`src/rtl/dual_port_ram_sync.sv`:
```
// Two-port synchronous RAM with registered reads, write-write collision flag and
// an optional post-reset clear sweep that locks out both ports while it runs.
module dual_port_ram_sync #(
    parameter int DATA_W         = 8,
    parameter int ADDR_W         = 6,
    parameter int RDW_MODE       = 0,
    parameter int CLEAR_ON_RESET = 1
) (
    input  logic              clk,
    input  logic              rst,
    input  logic [ADDR_W-1:0] addr_0,
    input  logic [DATA_W-1:0] din_0,
    input  logic              we_0,
    input  logic              re_0,
    output logic [DATA_W-1:0] dout_0,
    output logic              dout_valid_0,
    input  logic [ADDR_W-1:0] addr_1,
    input  logic [DATA_W-1:0] din_1,
    input  logic              we_1,
    input  logic              re_1,
    output logic [DATA_W-1:0] dout_1,
    output logic              dout_valid_1,
    output logic              collision,
    output logic              busy
);
    localparam int DEPTH = 2 ** ADDR_W;
    localparam logic [0:0] ST_CLEAR = 1'b0;
    localparam logic [0:0] ST_RUN   = 1'b1;
    localparam logic [ADDR_W-1:0] LAST_ADDR = ADDR_W'(DEPTH - 1);

    logic [0:0]        state;
    logic [ADDR_W-1:0] clr_addr;
    logic [DATA_W-1:0] mem [DEPTH];

    logic              run;
    logic              hit;
    logic              wr_0;
    logic              wr_1;
    logic              rd_0;
    logic              rd_1;
    logic [DATA_W-1:0] rd_data_0;
    logic [DATA_W-1:0] rd_data_1;

    assign run  = (state == ST_RUN);
    assign busy = (state == ST_CLEAR);

    // Requests are single-cycle strobes with no ready: a request is taken at an
    // edge only when rst=0 and busy=0, otherwise it is dropped without trace.
    always_comb begin
        hit  = run && !rst && we_0 && we_1 && (addr_0 == addr_1);
        wr_0 = run && !rst && we_0;
        wr_1 = run && !rst && we_1 && !hit;
        rd_0 = run && !rst && re_0 && !we_0;
        rd_1 = run && !rst && re_1 && !we_1;
    end

    // Cross-port read-during-write: RDW_MODE selects the stored word or the
    // word being written by the other port this edge.
    always_comb begin
        rd_data_0 = mem[addr_0];
        rd_data_1 = mem[addr_1];
        if (RDW_MODE != 0) begin
            if (wr_1 && (addr_1 == addr_0)) rd_data_0 = din_1;
            if (wr_0 && (addr_0 == addr_1)) rd_data_1 = din_0;
        end
    end

    always_ff @(posedge clk) begin
        if (rst) begin
            state        <= (CLEAR_ON_RESET != 0) ? ST_CLEAR : ST_RUN;
            clr_addr     <= '0;
            dout_0       <= '0;
            dout_1       <= '0;
            dout_valid_0 <= 1'b0;
            dout_valid_1 <= 1'b0;
            collision    <= 1'b0;
        end else begin
            collision    <= hit;
            dout_valid_0 <= rd_0;
            dout_valid_1 <= rd_1;
            dout_0       <= rd_0 ? rd_data_0 : '0;
            dout_1       <= rd_1 ? rd_data_1 : '0;
            if (state == ST_CLEAR) begin
                // Counter parks on the last address; the sweep ends instead of wrapping.
                if (clr_addr == LAST_ADDR) state <= ST_RUN;
                else clr_addr <= clr_addr + 1'b1;
            end
        end
    end

    always_ff @(posedge clk) begin
        if (!rst) begin
            if (state == ST_CLEAR) begin
                mem[clr_addr] <= '0;
            end else begin
                if (wr_0) mem[addr_0] <= din_0;
                if (wr_1) mem[addr_1] <= din_1;
            end
        end
    end
endmodule

```
`config.mk`:
```
export PLATFORM = sky130hd
export DESIGN_NAME = dual_port_ram_sync
export DESIGN_NICKNAME = d
export VERILOG_FILES = /design/src/rtl/dual_port_ram_sync.sv
export SDC_FILE = /design/constraint.sdc
export NUM_CORES = 1
export LEC_CHECK = 0
export CORE_MARGIN = 10
export CORE_UTILIZATION = 60
export CTS_BUF_LIST = sky130_fd_sc_hd__clkbuf_2
export DETAILED_ROUTE_END_ITERATION = 12
export PLACE_DENSITY = 0.89
export SLEW_MARGIN = 20
export SYNTH_ARGS = -nofsm -noshare
export SYNTH_HDL_FRONTEND = slang
export SYNTH_SLANG_ARGS = --single-unit
```
`constraint.sdc`:
```
create_clock -name clk -period 3.1 [get_ports clk]
set_input_delay 0.31 -clock clk [delete_from_list [all_inputs] [get_ports clk]]
set_output_delay 0.31 -clock clk [all_outputs]
set_load 0.005 [all_outputs]
```
## Word-level counts from Yosys, hierarchy flattened

Memory sizes are Yosys's and may differ from the RTL's. A register that Yosys moved wholly into a read port is not among the register bits.
Cells that the tools add are included.

| cells by class | value |
|---|---|
| reductions and logical operators | 18 |
| add/subtract/negate cells | 1 |
| muxes and demuxes | 16 |
| bitwise operators | 4 |
| equal/unequal tests | 2 |

Operator list:

| operator | count |
|---|---|
| $mux W1 | 14 |
| $logic_and A1 B1 Y1 | 10 |
| $mux W8 | 1 |
| $reduce_or A8 Y1 | 1 |
| $add A6 B1 Y6 const B | 1 |
| $eq A6 B6 Y1 | 1 |
| $eq A6 B6 Y1 const B | 1 |
| $mux W6 | 1 |
| $logic_not A1 Y1 | 4 |
| $not A1 Y1 | 4 |
| $reduce_or A2 Y1 | 2 |
| $reduce_and A2 Y1 | 1 |

| storage, ports and cells | value |
|---|---|
| register bits | 10 |
| memories | 1 |
| bits of input ports | 34 |
| RAM bits | 512 |
| word-level logic and storage cells | 47 |

Memories:

| memory | words | width | read ports | clocked after memory_dff | write ports | RTL line | source |
|---|---|---|---|---|---|---|---|
| mem | 64 | 8 | 2 | 2 | 2 | 33 | `logic [DATA_W-1:0] mem [DEPTH];` |

## Logic depth before layout (Yosys ltp)

| depth | value |
|---|---|
| word-level depth | 11 |
| depth in mapped cells | 10 |
| mapped depth without buffers | 6 |

## Worst setup path after synthesis

Ideal clock, no wire load.

| path | value |
|---|---|
| kind | input to register |
| start | input port addr_0[0] |
| end | memory mem[35][0] (enable) |
| data required time | 2716 ps |
| setup slack | 255 ps |
| data arrival time | 2461 ps |
| library setup time | 384 ps |
| cell stages on the path | 7 |
| cells stage by stage | buf_6 > buf_2 > buf_2 > buf_2 > mux2i_1 > or3_1 > o21ai_0 |

RTL lines:

| what | RTL line | source |
|---|---|---|
| start: declaration | 11 | `input logic [ADDR_W-1:0] addr_0,` |
| end: declaration | 33 |  |

==> flow_summary.toml <==
[setup_path]
crit_chain = "dlygate4sd3_1 > buf_6 > dlygate4sd3_1 > xnor2_1 > dlygate4sd3_1 > nand4_1 > o211ai_2 > nor4_4 > buf_4 > nand2_2 > dlygate4sd3_1 > mux2_2"
r2r-start = "run"
path_class = "in -> reg"
critical_path_arrival_ns = 4.21
rr_endpoint = "mem[27][1]"
cp.required_ns = 4.31
critPathLaunchType = "input port"
slowest_delay_ns = 0.78
critPathMostFrequentCell = "dlygate4sd3_1"
critPathCaptureType = "register"
cp_max_fo = 8
crit_slowest_cell = "dlygate4sd3_1"
reg2reg_depth = 7
r2r_slack_ns = 0.28

[final_layout]
area.growth.synth_to_final_pct = 13.9
fin_area_um2 = 36500
final_cell_mix = "mux2_2 (552), edfxtp_1 (512), buf_4 (236)"
drive_gt1_share_pct = 49.7
fillers = 3533
final_common_cell = "mux2_2"
nNetsFinal = 2557

[synth]
yosys_most_used_dff = "edfxtp_1"
synth.area.top_cells = "edfxtp_1 (48%), mux2_2 (19%), mux4_2 (12%)"
synth.distinct_cells = 61
syn-cell-area_um2 = 32100
synthArstFlopShare_pct = 0
ys_ff_latch = 538
synth_cells = 2275
syn-num-nets = 2310
synth_top_area_cell = "edfxtp_1"
netlist.area_leader.share_pct = 48.0
ys_seq_area_share_pct = 49.6
syn_avg_cell_area_um2 = 14.1
synth-edff-count = 512
ys_warn_count = 0

[timing]
rsz0062_at_grt = "no"
setup_slack_ns = 0.0928
final.setup_skew_ns = 0.114
slew_headroom_pct = 31.6
worst_hold_slack_ns = 0.135
hold_viol = 0
setup_viol = 0
clock.fmax_mhz = 333
layout_min_cycle_time_ns = 3.01
maxSlewViolCount = 0
fin_crit_sh_pct = 97.0
tightestPinTransition_ns = 1.03

[detailed_routing]
drt-total-wl_um = 119000
vias = 25037
dr.pass1.iters = 6
initialDrtViolationCount = 4083
ant_nets = 0
wl_per_cell_um = 36.0
drcViolationCount = 0
viasPerCell = 7.54

[placed_design]
dpl_cell_area_um2 = 34800
dp_slack_ns = 0.00228
dp_hpwl_um = 78300
gp_congestion = 1.03
portBuffers = 53

[grt]
gr-total-overflow = 0
use_met3_pct = 14.4
antenna_found_initial = 3
top_usage_layer = "met2"
grt_pass1_wl_um = 172000
grt_pass1_vias = 24413
grtUsageMet1_pct = 46.1
met2_usage_pct = 55.0
grt_max_degree = 65
grt_usage_pct = 37.4

[floorplan]
core-area_um2 = 52800
num_rows = 84
die_h_um = 251
die_w_um = 251
die-area_um2 = 63100
start_util_pct = 60.8
ios = 54

[cts]
worstSkewPairLatency_ns = 1.44
clkTransAtPathRegs_ns = 0.13
cts_root_buf = "clkbuf_2"
cts_sinks = 538
cts_buffers = 141
clock_path_buffers = 3
htree_levels = 4
cts_tree = "built"

[power_and_ir_drop]
peakVddDrop_v = 0.000294
seqPwrFrac_pct = 53.1
p_leak_nw = 14.8
totalPowerFinal_mw = 14.8
pwr-share-comb_pct = 9.6
clockPowerShare_pct = 37.3
sw_frac_of_total_pct = 27.9
p_int_mw = 10.7
power.density_nw_per_um2 = 406
power.switching_mw = 4.14

[min_path]
hold_path_depth = 4
hp-class = "in -> reg"
min_to = "mem[10][1]"
hp-start = "din_0[1]"

[status]
outcome = "finished, final reports clean"

[job]
maxCapViolCount = 0
## repair_timing
| item | 4_1_cts | 5_1_grt |
|---|---|---|
| setup endpoints to repair | 0 | 4 |
| resized for setup | 0 | 0 |
| hold buffers | 30 | 0 |
| hold endpoints to repair | 605 | 0 |
| setup buffers | 0 | 2 |
## flip-flops by register name, summed over array words and instances (netlist names)
name	count
clr_addr	6
collision	1
dout_0	8
dout_1	8
dout_valid_0	1
dout_valid_1	1
mem	512
run	1
## cell type report
cell class	count	area (um2)	area share (%)
tap	688	861	2.36
clock inverter	43	364	0.998
timing repair buffer	343	3120	8.55
clock buffer	202	1010	2.77
antenna	9	22.5	0.0617
sequential	538	15900	43.6
multi-input combinational	1488	15200	41.6
inverter	10	37.5	0.103
## metal layers
layer	vias up	wire length, um
li1	9673	-
met1	12308	39800
met2	2474	51800
met3	582	19000
met4	0	8780
met5	-	0
## worst max-delay path by stage
| stage | to | start |
|---|---|---|
| finish | mem[34][5] | addr_0[1] |
| global route | mem[34][4] | addr_0[1] |
| CTS | mem[18][5] | addr_0[1] |
| detailed placement | mem[19][0] | we_0 |
| global placement | mem[18][4] | addr_0[4] |
| floorplan | mem[35][0] | addr_0[0] |
## critical path: cells and delay by family
kind | cells | cell delay, ns
xor+xnor | 1 | 0.19
simple gates | 3 | 0.26
buf+inv | 6 | 2.80
compound gates | 1 | 0.26
mux | 1 | 0.38
## cells in the mapped netlist (all sizes together) (5+ instances only)
master  instances
o21ai         110
and3            7
nand3          36
mux2          552
a211oi          8
and2           13
a22oi          52
a32oi          11
buf            82
clkbuf        157
nor2           39
xnor2           7
nand2         156
a221oi         34
nor2b           9
a21oi          40
inv             7
dfxtp          26
nand4           5
mux2i         125
edfxtp        512
a31oi          20
or3             5
o22ai          15
mux4          171
a22o            8
nor3            9
## power groups by stage
stage / combinational (mW) / sequential [mW] / clock [mW]
2_1_floorplan: 0.730 / 8.02 / 0
3_3_place_gp: 1.30 / 8.03 / 0
3_5_place_dp: 1.31 / 8.03 / 0
4_1_cts: 1.34 / 7.86 / 5.51
5_1_grt: 1.42 / 7.87 / 5.92
6_report: 1.43 / 7.86 / 5.53
## per-stage QoR
step	utilization, %	setup TNS (ns)	instances
global route	69.1	0	3314
finish	69.2	0	3321
detailed placement	65.9	0	3035
global placement	65.9	-32.31	3034
CTS	69.1	0	3310
floorplan	-	0	2275
## cell families (layout without fill, tap and decap cells)
kind of cell             count (synthesis)  count (layout)  synth area share (%)
AO/OA/AOI/OAI                          332             332                  6.82
XOR/XNOR                                10              10                 0.273
adder cells (fa/ha/maj)                  1               1                0.0390
buffers and inverters                  249             598                  3.13
flip-flops                             538             538                  49.6
multiplexers                           848             848                  35.3
other                                    0               9                     0
AND/OR/NAND/NOR                        297             297                  4.84
(Power assumes the default switching activity.)
